### src/rtl/fifo_sync_mc_if.sv
// fifo_sync_mc_if: push/pop/flush bundle for the multi-channel FIFO.
//   master : drives flush, push, push_ch, push_data, pop, pop_ch; sees flags/data/errors
//   slave  : the FIFO side (inverse directions)
interface fifo_sync_mc_if #(
  parameter int DATA_WIDTH = 8,
  parameter int ADDR_WIDTH = 4,
  parameter int CHANNELS   = 4,
  parameter int CH_WIDTH   = 2
);
  logic [CHANNELS-1:0]                  flush;
  logic                                 push;
  logic [CH_WIDTH-1:0]                  push_ch;
  logic [DATA_WIDTH-1:0]                push_data;
  logic [CHANNELS-1:0]                  push_full;
  logic [CHANNELS-1:0]                  push_full_a;
  logic                                 pop;
  logic [CH_WIDTH-1:0]                  pop_ch;
  logic [DATA_WIDTH-1:0]                pop_data;
  logic                                 pop_valid;
  logic [CHANNELS-1:0]                  pop_empty;
  logic [CHANNELS-1:0]                  pop_empty_a;
  logic [CHANNELS*(ADDR_WIDTH+1)-1:0]   count;
  logic                                 overflow;
  logic                                 underflow;

  modport master (
    output flush, push, push_ch, push_data, pop, pop_ch,
    input  push_full, push_full_a, pop_data, pop_valid, pop_empty, pop_empty_a,
           count, overflow, underflow
  );

  modport slave (
    input  flush, push, push_ch, push_data, pop, pop_ch,
    output push_full, push_full_a, pop_data, pop_valid, pop_empty, pop_empty_a,
           count, overflow, underflow
  );
endinterface

### src/rtl/fifo_sync_mc.sv
// fifo_sync_mc: single-clock FIFO holding CHANNELS independent queues in one
// RAM addressed as {channel, pointer}.
//   clk   : clock, everything on posedge
//   rst_n : asynchronous active-low reset (RAM contents are not cleared)
//   bus   : fifo_sync_mc_if.slave -- push/pop requests with channel select,
//           per-channel flush, per-channel flags/counts, read data, error pulses
module fifo_sync_mc #(
  parameter int DATA_WIDTH        = 8,
  parameter int ADDR_WIDTH        = 4,
  parameter int CHANNELS          = 4,
  parameter int CH_WIDTH          = 2,
  parameter int LEAD_ALMOST_FULL  = 3,
  parameter int LEAD_ALMOST_EMPTY = 1
) (
  input  logic           clk,
  input  logic           rst_n,
  fifo_sync_mc_if.slave  bus
);
  localparam int PW        = ADDR_WIDTH + 1;
  localparam int DEPTH     = 1 << ADDR_WIDTH;
  localparam int RAM_WORDS = 1 << (CH_WIDTH + ADDR_WIDTH);
  localparam logic [CH_WIDTH:0] NCH      = (CH_WIDTH+1)'(CHANNELS);
  localparam logic [PW-1:0]     FULL_CNT = PW'(DEPTH);
  localparam logic [PW-1:0]     AF_CNT   = PW'(DEPTH - LEAD_ALMOST_FULL);
  localparam logic [PW-1:0]     AE_CNT   = PW'(LEAD_ALMOST_EMPTY);

  logic [PW-1:0]         wr_q [CHANNELS];
  logic [PW-1:0]         wr_d [CHANNELS];
  logic [PW-1:0]         rd_q [CHANNELS];
  logic [PW-1:0]         rd_d [CHANNELS];
  logic [PW-1:0]         cnt  [CHANNELS];
  logic [DATA_WIDTH-1:0] mem  [RAM_WORDS];

  logic [CHANNELS-1:0]   full, full_a, empty, empty_a;
  logic [CHANNELS-1:0]   push_acc, pop_acc;
  logic                  push_rng, pop_rng, push_blk, pop_blk;
  logic [ADDR_WIDTH-1:0] wr_lo, rd_lo;

  logic [DATA_WIDTH-1:0] pop_data_q, pop_data_d;
  logic                  pop_valid_q, pop_valid_d;
  logic                  overflow_q, overflow_d;
  logic                  underflow_q, underflow_d;

  // Flags come only from the pointer registers, so they reflect the state
  // after the last edge and have no path from this cycle's requests.
  always_comb begin
    for (int c = 0; c < CHANNELS; c++) begin
      cnt[c]     = wr_q[c] - rd_q[c];
      full[c]    = (cnt[c] == FULL_CNT);
      full_a[c]  = (cnt[c] >= AF_CNT);
      empty[c]   = (cnt[c] == '0);
      empty_a[c] = (cnt[c] <= AE_CNT);
    end
  end

  // Request decode. Selecting by loop keeps out-of-range channels from ever
  // indexing the per-channel arrays. A flushed channel swallows its requests
  // without raising an error; full/empty use pre-edge state (no bypass).
  always_comb begin
    push_rng = ({1'b0, bus.push_ch} < NCH);
    pop_rng  = ({1'b0, bus.pop_ch} < NCH);
    push_acc = '0;
    pop_acc  = '0;
    push_blk = 1'b0;
    pop_blk  = 1'b0;
    wr_lo    = '0;
    rd_lo    = '0;
    for (int c = 0; c < CHANNELS; c++) begin
      if (bus.push_ch == CH_WIDTH'(c)) begin
        wr_lo = wr_q[c][ADDR_WIDTH-1:0];
        if (bus.push && !bus.flush[c]) begin
          if (full[c]) push_blk = 1'b1;
          else         push_acc[c] = 1'b1;
        end
      end
      if (bus.pop_ch == CH_WIDTH'(c)) begin
        rd_lo = rd_q[c][ADDR_WIDTH-1:0];
        if (bus.pop && !bus.flush[c]) begin
          if (empty[c]) pop_blk = 1'b1;
          else          pop_acc[c] = 1'b1;
        end
      end
    end
    overflow_d  = bus.push && (!push_rng || push_blk);
    underflow_d = bus.pop  && (!pop_rng  || pop_blk);
    pop_valid_d = |pop_acc;
    pop_data_d  = (|pop_acc) ? mem[{bus.pop_ch, rd_lo}] : pop_data_q;
    for (int c = 0; c < CHANNELS; c++) begin
      wr_d[c] = bus.flush[c] ? '0 : wr_q[c] + PW'(push_acc[c]);
      rd_d[c] = bus.flush[c] ? '0 : rd_q[c] + PW'(pop_acc[c]);
    end
  end

  always_ff @(posedge clk or negedge rst_n) begin
    if (!rst_n) begin
      for (int c = 0; c < CHANNELS; c++) begin
        wr_q[c] <= '0;
        rd_q[c] <= '0;
      end
      pop_data_q  <= '0;
      pop_valid_q <= 1'b0;
      overflow_q  <= 1'b0;
      underflow_q <= 1'b0;
    end else begin
      for (int c = 0; c < CHANNELS; c++) begin
        wr_q[c] <= wr_d[c];
        rd_q[c] <= rd_d[c];
      end
      pop_data_q  <= pop_data_d;
      pop_valid_q <= pop_valid_d;
      overflow_q  <= overflow_d;
      underflow_q <= underflow_d;
    end
  end

  // Write and read never hit the same word: a push needs the channel not
  // full, so wr and rd low bits differ whenever both are accepted.
  always_ff @(posedge clk) begin
    if (|push_acc) mem[{bus.push_ch, wr_lo}] <= bus.push_data;
  end

  for (genvar g = 0; g < CHANNELS; g++) begin : g_cnt
    assign bus.count[g*PW +: PW] = cnt[g];
  end

  assign bus.push_full   = full;
  assign bus.push_full_a = full_a;
  assign bus.pop_empty   = empty;
  assign bus.pop_empty_a = empty_a;
  assign bus.pop_data    = pop_data_q;
  assign bus.pop_valid   = pop_valid_q;
  assign bus.overflow    = overflow_q;
  assign bus.underflow   = underflow_q;
endmodule

### src/flat_wrapper.sv
// flat-port wrapper written by rule: the top's interface ports become plain ports
module fifo_sync_mc_flat 
#(
  parameter int DATA_WIDTH        = 8,
  parameter int ADDR_WIDTH        = 4,
  parameter int CHANNELS          = 4,
  parameter int CH_WIDTH          = 2,
  parameter int LEAD_ALMOST_FULL  = 3,
  parameter int LEAD_ALMOST_EMPTY = 1
)
  (clk, rst_n, bus_flush, bus_push, bus_push_ch, bus_push_data, bus_pop, bus_pop_ch, bus_push_full, bus_push_full_a, bus_pop_data, bus_pop_valid, bus_pop_empty, bus_pop_empty_a, bus_count, bus_overflow, bus_underflow);
  fifo_sync_mc_if #(.DATA_WIDTH(DATA_WIDTH), .ADDR_WIDTH(ADDR_WIDTH), .CHANNELS(CHANNELS), .CH_WIDTH(CH_WIDTH)) bus_i ();
  input  logic clk;
  input  logic rst_n;
  input wire logic [$bits(bus_i.flush)-1:0] bus_flush;
  input wire logic [$bits(bus_i.push)-1:0] bus_push;
  input wire logic [$bits(bus_i.push_ch)-1:0] bus_push_ch;
  input wire logic [$bits(bus_i.push_data)-1:0] bus_push_data;
  input wire logic [$bits(bus_i.pop)-1:0] bus_pop;
  input wire logic [$bits(bus_i.pop_ch)-1:0] bus_pop_ch;
  output wire logic [$bits(bus_i.push_full)-1:0] bus_push_full;
  output wire logic [$bits(bus_i.push_full_a)-1:0] bus_push_full_a;
  output wire logic [$bits(bus_i.pop_data)-1:0] bus_pop_data;
  output wire logic [$bits(bus_i.pop_valid)-1:0] bus_pop_valid;
  output wire logic [$bits(bus_i.pop_empty)-1:0] bus_pop_empty;
  output wire logic [$bits(bus_i.pop_empty_a)-1:0] bus_pop_empty_a;
  output wire logic [$bits(bus_i.count)-1:0] bus_count;
  output wire logic [$bits(bus_i.overflow)-1:0] bus_overflow;
  output wire logic [$bits(bus_i.underflow)-1:0] bus_underflow;
  assign bus_i.flush = bus_flush;
  assign bus_i.push = bus_push;
  assign bus_i.push_ch = bus_push_ch;
  assign bus_i.push_data = bus_push_data;
  assign bus_i.pop = bus_pop;
  assign bus_i.pop_ch = bus_pop_ch;
  assign bus_push_full = bus_i.push_full;
  assign bus_push_full_a = bus_i.push_full_a;
  assign bus_pop_data = bus_i.pop_data;
  assign bus_pop_valid = bus_i.pop_valid;
  assign bus_pop_empty = bus_i.pop_empty;
  assign bus_pop_empty_a = bus_i.pop_empty_a;
  assign bus_count = bus_i.count;
  assign bus_overflow = bus_i.overflow;
  assign bus_underflow = bus_i.underflow;
  fifo_sync_mc #(.DATA_WIDTH(DATA_WIDTH), .ADDR_WIDTH(ADDR_WIDTH), .CHANNELS(CHANNELS), .CH_WIDTH(CH_WIDTH), .LEAD_ALMOST_FULL(LEAD_ALMOST_FULL), .LEAD_ALMOST_EMPTY(LEAD_ALMOST_EMPTY)) u_core (.clk(clk), .rst_n(rst_n), .bus(bus_i));
endmodule
### config.mk
export PLATFORM = sky130hd
export DESIGN_NAME = fifo_sync_mc_flat
export DESIGN_NICKNAME = d
export VERILOG_FILES = /design/src/rtl/fifo_sync_mc_if.sv /design/src/rtl/fifo_sync_mc.sv /design/src/flat_wrapper.sv
export SDC_FILE = /design/constraint.sdc
export NUM_CORES = 1
export LEC_CHECK = 0
export ABC_AREA = 0
export CORE_MARGIN = 5
export CORE_UTILIZATION = 55
export DETAILED_ROUTE_END_ITERATION = 12
export DONT_BUFFER_PORTS = 1
export GPL_TIMING_DRIVEN = 1
export PLACE_DENSITY_LB_ADDON = 0.05
export SKIP_CTS_REPAIR_TIMING = 1
export SLEW_MARGIN = 20
export SYNTH_ARGS = -nofsm -noshare
export SYNTH_HDL_FRONTEND = slang
export SYNTH_SLANG_ARGS = --single-unit
### constraint.sdc
create_clock -name clk -period 4.2 [get_ports clk]
set_clock_uncertainty 0.2 [all_clocks]
set_input_delay 0.21 -clock clk [delete_from_list [all_inputs] [get_ports clk]]
set_output_delay 0.21 -clock clk [all_outputs]
set_load 0.005 [all_outputs]
* Word level (Yosys, flattened, before mapping) *
Memory sizes are Yosys's and may differ from the RTL's. A register that Yosys moved wholly into a read port is not among the register bits.
Cells that the tools add are included.

storage, ports and cells
  register bits = 43
  latch bits = 0
  memory bits (writable) = 512
  bits in read-only memories = 0
  input bits = 20
  output and inout bits = 47
  logic and storage cells = 131
  memories = 1

memories
  memory      words  bits a word  rd ports  clocked after memory_dff  wr ports  line                text
  u_core.mem  64     8            1         1                         1         fifo_sync_mc.sv:32  logic [DATA_WIDTH-1:0] mem [RAM_WORDS];

cells by class
  add/sub/neg operators = 12
  multipliers = 0
  divide/modulo/power cells = 0
  magnitude comparators = 8
  eq/ne operators = 10
  shifts and indexed selects = 0
  mux-type cells = 66
  bitwise logic cells = 0
  reduce and logical (&&, ||, !) cells = 23

operator list
  cell                                                                              count
  1-bit 2-to-1 mux                                                                  50
  5-bit by 1-bit adder with 5-bit output                                            8
  5-bit 2-to-1 mux                                                                  8
  4-bit 2-to-1 mux                                                                  8
  5-bit equality test, second input constant                                        4
  5-bit by 4-bit >= comparator with 1-bit output, second input constant             4
  5-bit by 1-bit less-or-equal comparator with 1-bit output, second input constant  4
  5-bit logical NOT                                                                 4
  5-bit subtractor                                                                  4
  1-bit logical AND                                                                 10
  2-bit equality test, second input constant                                        4
  4-bit OR reduction                                                                2
  1-bit logical NOT                                                                 5
  2-bit by 1-bit equality test with 1-bit output, second input constant             2
  2-bit logical NOT                                                                 2

* Longest topological paths before layout *
Gate-level depths: netlist of the first run.

  word-level depth = 15
  depth in mapped cells = 15
  depth with buffers taken out = 15

* Least setup slack after synthesis of the first run *
No wires, ideal clock.

  kind = reg2reg
  start = register u_core.wr_q[10] (netlist bit)
  end = memory u_core.mem[48][0] (enable)
  library setup time = 0.395 ns
  arrival = 3.350 ns
  data required time = 3.605 ns
  slack = 0.255 ns
  stages on the path, launching flop included = 12
  buffers on the path = 0
  period minus slack after synthesis = 3.945 ns
  path through = dfrtp_1 -> inv_1 -> ha_1 -> inv_1 -> fa_1 -> a21o_1 -> a21oi_1 -> xnor2_1 -> nor4b_2 -> o221ai_1 -> o21ai_0 -> nor4_1

on the way
  word-level cells in the longest chain between the ends = 8
  elaborated cells between the ends (all ways) = 11
  classes of those cells = 1 x add/sub; 1 x eq/ne; 8 x mux; 1 x reduce/logical

ends and longest elaborated chain
  item                                    line                 text
  start: declaration                      fifo_sync_mc.sv:27   logic [PW-1:0] wr_q [CHANNELS];
  start signal: indexed assignment        fifo_sync_mc.sv:106  wr_q[c] <= wr_d[c];
  5-bit subtractor                        fifo_sync_mc.sv:48   cnt[c] = wr_q[c] - rd_q[c];
  net bus_count[9]                        flat_wrapper.sv:27   output wire logic [$bits(bus_i.count)-1:0] bus_count;
  5-bit equality test                     fifo_sync_mc.sv:49   full[c] = (cnt[c] == FULL_CNT);
  net bus_push_full[1]                    flat_wrapper.sv:21   output wire logic [$bits(bus_i.push_full)-1:0] bus_push_full;
  1-bit 2-to-1 mux                        fifo_sync_mc.sv:72   if (full[c]) push_blk = 1'b1;
  1-bit 2-to-1 mux                        fifo_sync_mc.sv:71   if (bus.push && !bus.flush[c]) begin
  1-bit 2-to-1 mux                        fifo_sync_mc.sv:69   if (bus.push_ch == CH_WIDTH'(c)) begin
  4-bit OR reduction                      fifo_sync_mc.sv:119  if (|push_acc) mem[{bus.push_ch, wr_lo}] <= bus.push_data;
  1-bit 2-to-1 mux                        fifo_sync_mc.sv:119
  1-bit 2-to-1 mux (implied by the code)  fifo_sync_mc.sv:119
  end: declaration                        fifo_sync_mc.sv:32

The timed path passes the listed nets, and every way through them passes these cells.

* Worst setup path after layout of the first run *
  start = register u_core.rd_q[0] (netlist bit)
  end = register u_core.pop_data_q[4], in the netlist u_core.bus.pop_data[4] (read register of u_core.mem)

on the way
  word-level cells in the longest chain between the ends = 6
  elaborated cells between the ends (all ways) = 7
  classes of those cells = 1 x add/sub; 4 x mux; 2 x reduce/logical

ends and longest elaborated chain
  item                              line                 text
  start: declaration                fifo_sync_mc.sv:29   logic [PW-1:0] rd_q [CHANNELS];
  start signal: indexed assignment  fifo_sync_mc.sv:107  rd_q[c] <= rd_d[c];
  5-bit subtractor                  fifo_sync_mc.sv:48
  5-bit logical NOT                 fifo_sync_mc.sv:51   empty[c] = (cnt[c] == '0);
  1-bit 2-to-1 mux                  fifo_sync_mc.sv:79   if (empty[c]) pop_blk = 1'b1;
  1-bit 2-to-1 mux                  fifo_sync_mc.sv:78   if (bus.pop && !bus.flush[c]) begin
  1-bit 2-to-1 mux                  fifo_sync_mc.sv:76   if (bus.pop_ch == CH_WIDTH'(c)) begin
  4-bit OR reduction                fifo_sync_mc.sv:87   pop_data_d = (|pop_acc) ? mem[{bus.pop_ch, rd_lo}] : pop_data_q;
  end: declaration                  fifo_sync_mc.sv:39   logic [DATA_WIDTH-1:0] pop_data_q, pop_data_d;

Several ways; a longest one is shown, not always the timed one.

==> metrics.log, run 1 <==
INFO  metric syn-num-nets = 1619
INFO  metric synth-edff-count = 512
INFO  metric cp_max_fo = 39
INFO  metric violations = hold timing
INFO  metric max-cap-violations = 0
INFO  metric clock_tree.buffer_depth = 3
INFO  metric cts_tree = yes
INFO  metric synth_ff_type = edfxtp_1
INFO  metric dr.pass1.iters = 6
INFO  metric worst_hold_slack = -0.0225 ns
INFO  metric antenna_violating_nets_post_route = 0
INFO  metric clkLatencyLatePin = 0.61 ns
INFO  metric post-route-drc-count = 0
INFO  metric kind_of_end_point_of_the_critical_path = flip-flop
INFO  metric die_area = 0.0476 sq mm
INFO  metric worst_setup_hold_path_clk_slew = 0.06 ns
INFO  metric tritoncts.num_buffers = 56
INFO  metric worstPathCellList = buf_4 > mux4_4 > buf_4 > mux4_2 > a32o_1 > nor4_1 > nand4_1 > mux2_2
INFO  metric final_layout_size_suffix_gt1_share = 14.0%
INFO  metric placed_cell_area = 0.0248 sq mm
INFO  metric cp.buffers_inverters = 2
INFO  metric fin_setup_tns = 0 ns
INFO  metric drt-initial-drc-count = 1458
INFO  metric postSynthRegisterBits = 563
INFO  metric ir_worst_vdd = 425 uV
INFO  metric synthTopCellsByCount = edfxtp_1 (512), nand2_1 (133), nor2_1 (111)
INFO  metric setup_repair_after_global_routing_missed_its_margin = false
INFO  metric post-layout-total-power = 11.9 mW
INFO  metric sequential_share_of_the_synthesized_area = 69.9%
INFO  metric grt_max_degree = 65
INFO  metric dr_total_vias = 13900
INFO  metric detail_route.wirelength = 61500 um
INFO  metric crit_top_cell = buf_4
INFO  metric coreArea = 0.0430 sq mm
INFO  metric gp_routability_congestion = 0.850
INFO  metric cp_data_arrival_time = 4.42 ns
INFO  metric dp_hpwl = 39800 um
INFO  metric detail_route.wl_per_cell = 27.1 um
INFO  metric clock-root-buffer = clkbuf_16
INFO  metric maxSlewHeadroom = 30.7%
INFO  metric syn_avg_cell_area = 15.2 sq um
INFO  metric synth-warning-count = 0
INFO  metric gr-usage-all-layers = 25.8%
INFO  metric die_width = 218 um
INFO  metric launching_element_type_of_the_critical_path = flip-flop
INFO  metric timing.critical_path.slowest_cell_delay = 0.84 ns
INFO  metric grt_pass1_wl = 90500 um
INFO  metric clock_net_sink_count = 563
INFO  metric yosys-top-cells-area = edfxtp_1 (65%), dfrtp_1 (5.4%), mux4_2 (4.4%)
INFO  metric yosysMostFrequentCell = edfxtp_1
INFO  metric path_delay_family = multiplexers
INFO  metric grt_pass1_vias = 13700
INFO  metric critical_path_required = 4.49 ns
INFO  metric hold_violations = 3
INFO  metric setup_violations = 0
INFO  metric htree_num_levels = 2
INFO  metric worst_pin_slew = 1.04 ns
INFO  metric power.density_cell_area = 436 mW/mm^2
INFO  metric leakagePower = 9.10 nW
INFO  metric slew_violations = 0
INFO  metric dieHeight = 218 um
INFO  metric number_of_antenna_violations_at_the_first_check_in_global_routing = 0
INFO  metric synth-async-reset-ratio = 9.06%
INFO  metric floorplan.initialDensity = 55.4%
INFO  metric worstHoldPathType = in2reg
INFO  metric critical_path_class = reg2reg
INFO  metric grt_overflow_total = 0
INFO  metric place.port_buffers = 0
INFO  metric final_net_count = 1697
INFO  metric clock.fmax = 0.243 GHz
INFO  metric period_minus_slack = 4.12 ns
INFO  metric syn-cell-area = 0.0238 sq mm
INFO  metric synthCells = 1563
INFO  metric run_status = complete, but fails checks
INFO  metric vias_per_cell = 6.12
INFO  metric netlist.top_cell.by_area = edfxtp_1
INFO  metric ios = 67
INFO  metric timing.final.crit_share = 98.2%
INFO  metric synth_top_cell_area_share = 64.6%
INFO  metric design_area = 0.0273 sq mm
INFO  metric syn2layout_area_growth = 14.5%
INFO  metric ys_types = 64
INFO  metric row_count = 76
INFO  metric antenna_cells_inserted = 0
INFO  metric critPathSlowestCell = mux4_4
-- worst register-to-register path: stages (launching register included) --
cell	delay [ns]
dfrtp_1	0.39
buf_4	0.16
mux4_4	0.84
buf_4	0.42
mux4_2	0.37
a32o_1	0.32
nor4_1	0.66
nand4_1	0.30
mux2_2	0.34
-- where the power goes --
part           leakage [nW]  switching (mW)  total (mW)  internal, mW
Clock                 0.967            2.12        5.32          3.20
Sequential             5.30          0.0625        6.22          6.16
Combinational          2.83           0.227       0.347         0.121
-- per-stage QoR --
step	setup WS (ns)	std cells	hold WS, ns	util, %
2_1_floorplan	0.255	1563	-0.286	-
6_report	0.0768	2274	-0.0225	63.4
4_1_cts	0.206	2242	-0.944	62.3
5_1_grt	0.00558	2274	0.0206	63.4
3_5_place_dp	0.220	2136	-0.284	57.7
3_3_place_gp	0.252	2136	-0.284	57.7
-- sequential cells by signal (all words and copies together), names as in the netlist --
signal and flops:
u_core.mem 512, u_core.rd_q 20, u_core.bus.underflow 1, u_core.bus.overflow 1
u_core.bus.pop_valid 1, u_core.wr_q 20, u_core.bus.pop_data 8
-- worst paths after layout --
path / start / endpoint / slack (ns) / depth (start not counted)
setup / recovery: u_core.rd_q[0] / u_core.bus.pop_data[4] / 0.08 / 8
hold / removal: bus_push_ch[1] / u_core.bus.overflow / -0.02 / 4
setup reg to reg: u_core.rd_q[0] / u_core.bus.pop_data[4] / 0.08 / 8
hold reg to reg: u_core.rd_q[9] / u_core.rd_q[9] / 0.37 / 2
max in group asynchronous: rst_n / u_core.bus.pop_data[5] / 3.53 / 3
min in group asynchronous: rst_n / u_core.wr_q[7] / 0 / 3
-- logic make-up (layout without fill, tap and decap cells) --
logic type,count (synthesis),after routing,share of synthesized area (%)
AOI/OAI and AO/OA,205,205,6.20
muxes,163,163,9.41
and+or+nand+nor,438,438,8.79
buffers and inverters,118,244,2.18
DFF,563,563,69.9
xor gates and xnor gates,40,40,1.47
adders and majority gates,36,36,2.02
-- layout by cell type, fill, tap and decap left out, drive strengths merged, types with 11 or more instances in the layout --
master / Yosys / final
o21ai: 21 / 21
edfxtp: 512 / 512
dlygate4sd3: 0 / 22
clkbuf: 34 / 72
inv: 38 / 40
nand3: 49 / 49
nor4: 20 / 20
mux2: 14 / 14
xor2: 17 / 17
dfrtp: 51 / 51
a21oi: 21 / 21
buf: 46 / 78
nor2b: 66 / 66
mux4: 47 / 47
a211oi: 47 / 47
nor2: 111 / 111
a31oi: 23 / 23
nand2: 133 / 133
xnor2: 23 / 23
o211ai: 16 / 16
bufinv: 0 / 11
mux2i: 102 / 102
clkinv: 0 / 20
ha: 32 / 32
-- metal layers --
layer	wire length, um	vias to the layer above	global-route usage (%)
met1	25600	7154	36.2
met4	1860	0	7.28
met2	29500	487	41.1
li1	-	6176	-
met3	4520	105	6.25
met5	0	-	0
-- final cells by class --
| type | instances | area [sq um] |
|---|---|---|
| Clock buffer | 72 | 1490 |
| Inverter | 38 | 143 |
| Clock inverter | 34 | 479 |
| Sequential cell | 563 | 16700 |
| Tap cell | 585 | 732 |
| Fill cell | 3241 | 15700 |
| Multi-Input combinational cell | 882 | 6690 |
| Timing Repair Buffer | 100 | 1080 |
(Power assumes the default switching activity.)
==> run 2, diff against run 1 <==
==> constraint.sdc (replaced) <==
create_clock -name clk -period 5.35 [get_ports clk]
set_clock_uncertainty 0.2 [all_clocks]
set_input_delay 0 -clock clk [delete_from_list [all_inputs] [get_ports clk]]
set_output_delay 0 -clock clk [all_outputs]
set_load 0.005 [all_outputs]
==> metrics.log, run 2 (synthesis results as in run 1) <==
INFO  metric clock_tree.buffer_depth = 3
INFO  metric dr_total_vias = 13900
INFO  metric cts_tree = yes
INFO  metric crit_cells = 9
INFO  metric setup_violations = 0
INFO  metric timing.final.crit_share = 80.3%
INFO  metric clock-root-buffer = clkbuf_16
INFO  metric grt_max_degree = 65
INFO  metric comb_power_share = 3.1%
INFO  metric worstHoldPathType = in2reg
INFO  metric antenna_cells_inserted = 0
INFO  metric p_sw_share = 20.3%
INFO  metric die_area = 0.0476 sq mm
INFO  metric nFillCells = 3220
INFO  metric slew_violations = 0
INFO  metric period_minus_slack = 4.30 ns
INFO  metric clock_network_fraction_of_total_power = 44.2%
INFO  metric detail_route.wirelength = 62300 um
INFO  metric ios = 67
INFO  metric ir_worst_vdd = 274 uV
INFO  metric clock_net_sink_count = 563
INFO  metric die_width = 218 um
INFO  metric startpoint = u_core.rd_q[11]
INFO  metric number_of_antenna_violations_at_the_first_check_in_global_routing = 0
INFO  metric coreArea = 0.0430 sq mm
INFO  metric setup.worst_path.end = u_core.mem[52][2]
INFO  metric power.sequential.fraction = 52.7%
INFO  metric final_net_count = 1668
INFO  metric max-cap-violations = 0
INFO  metric grt_pass1_wl = 91200 um
INFO  metric placed_cell_area = 0.0245 sq mm
INFO  metric row_count = 76
INFO  metric gr-usage-all-layers = 26.1%
INFO  metric reg2reg_slack = 1.05 ns
INFO  metric floorplan.initialDensity = 55.4%
INFO  metric critical_path_required = 5.45 ns
INFO  metric grt_pass1_vias = 13400
INFO  metric worst_pin_slew = 1.12 ns
INFO  metric dieHeight = 218 um
INFO  metric final_layout_size_suffix_gt1_share = 12.4%
INFO  metric syn2layout_area_growth = 13.3%
INFO  metric tritoncts.num_buffers = 57
INFO  metric power.density_cell_area = 342 mW/mm^2
INFO  metric r2r_cells = 9
INFO  metric setup_repair_after_global_routing_missed_its_margin = false
INFO  metric cp_max_fo = 8
INFO  metric path_delay_family = compound AO/OA/AOI/OAI gates
INFO  metric worstPathCellList = inv_1 > fa_1 > a21o_1 > a21oi_1 > xnor2_1 > nor4b_2 > o221ai_1 > o21ai_0 > nor4_2
INFO  metric dr.pass1.iters = 5
INFO  metric leakagePower = 8.93 nW
INFO  metric post-route-drc-count = 0
INFO  metric timing.critical_path.slowest_cell_delay = 0.78 ns
INFO  metric hold_violations = 0
INFO  metric cp_data_arrival_time = 4.39 ns
INFO  metric number_of_flip_flops_under_the_largest_register_name = 512
INFO  metric register_with_the_most_flip_flops = u_core.mem
INFO  metric gp_routability_congestion = 0.848
INFO  metric antenna_violating_nets_post_route = 0
INFO  metric critical_path_class = reg2reg
INFO  metric critPathSlowestCell = o21ai_0
INFO  metric place.port_buffers = 0
INFO  metric kind_of_end_point_of_the_critical_path = flip-flop
INFO  metric worst_setup_hold_path_clk_slew = 0.06 ns
INFO  metric power.net_switching = 1.87 mW
INFO  metric run_status = finished, final reports clean
INFO  metric maxSlewHeadroom = 23.6%
INFO  metric drt-initial-drc-count = 1404
INFO  metric detail_route.wl_per_cell = 27.8 um
INFO  metric reg2reg_from = u_core.rd_q[11]
INFO  metric cp.buffers_inverters = 1
INFO  metric cellInternalPower = 7.36 mW
INFO  metric mostFrequentLayoutCell = edfxtp_1
INFO  metric r2r-end = u_core.mem[52][2]
INFO  metric design_area = 0.0270 sq mm
INFO  metric leading_cell_types_in_the_layout_fill_and_taps_excluded = edfxtp_1 (512), nand2_1 (133), nor2_1 (111)
INFO  metric vias_per_cell = 6.20
INFO  metric clock.fmax = 0.233 GHz
INFO  metric reg_top3 = u_core.mem (512), u_core.rd_q (20), u_core.wr_q (20)
INFO  metric grt_overflow_total = 0
INFO  metric htree_num_levels = 2
INFO  metric fin_setup_tns = 0 ns
INFO  metric launching_element_type_of_the_critical_path = flip-flop
INFO  metric clkLatencyLatePin = 0.60 ns
INFO  metric dp_hpwl = 39800 um
-- run 2: metal layers --
layer / up-vias / track usage, % / part of all wire (%)
li1: 6119 / - / -
met1: 7193 / 37.5 / 42
met2: 503 / 42.5 / 49
met3: 97 / 4.12 / 6.6
met4: 0 / 6.68 / 2.6
met5: - / 0 / 0
-- run 2: power by group through the flow --
stage               Sequential [mW]  Combinational (mW)  Clock [mW]
detailed placement             4.96               0.153           0
CTS                            4.87               0.153        4.13
global placement               4.96               0.150           0
finish                         4.87               0.282        4.08
floorplan                      4.95               0.110           0
global route                   4.87               0.301        4.33
-- run 2: final cells by class --
| type | count | area (sq um) | share of cell area, % |
|---|---|---|---|
| clock buffers | 82 | 1730 | 6.40 |
| clock inverters | 24 | 228 | 0.844 |
| inverters | 38 | 143 | 0.529 |
| multi-input cells | 882 | 6690 | 24.8 |
| flip-flops and latches | 563 | 16700 | 61.7 |
| well taps | 585 | 732 | 2.71 |
| repair buffers | 70 | 801 | 2.97 |
-- run 2: worst register-to-register path: stages (launching register included) --
cell      delay [ns]
dfrtp_1         0.40
inv_1           0.19
fa_1            0.50
a21o_1          0.19
a21oi_1         0.17
xnor2_1         0.30
nor4b_2         0.61
o221ai_1        0.39
o21ai_0         0.78
nor4_2          0.27
-- run 2: through the flow --
step	hold WS, ns	std cells	total power, mW	utilization (%)	worst slack, ns
2_1_floorplan	-0.496	1563	5.06	-	1.41
3_3_place_gp	-0.494	2103	5.11	57.0	1.17
3_5_place_dp	-0.493	2103	5.11	57.0	0.995
4_1_cts	-1.14	2209	9.15	61.5	0.975
5_1_grt	0.00549	2244	9.50	62.7	0.744
6_report	0.0181	2244	9.23	62.7	1.05
-- run 2: worst min path at each step --
stage | cells after the start | end | start
2_1_floorplan | 0 | u_core.bus.overflow | rst_n
3_3_place_gp | 0 | u_core.wr_q[5] | rst_n
3_5_place_dp | 0 | u_core.wr_q[6] | rst_n
4_1_cts | 0 | u_core.wr_q[1] | rst_n
5_1_grt | 3 | u_core.mem[48][1] | bus_push_ch[0]
6_report | 5 | u_core.bus.pop_data[6] | bus_pop_ch[0]
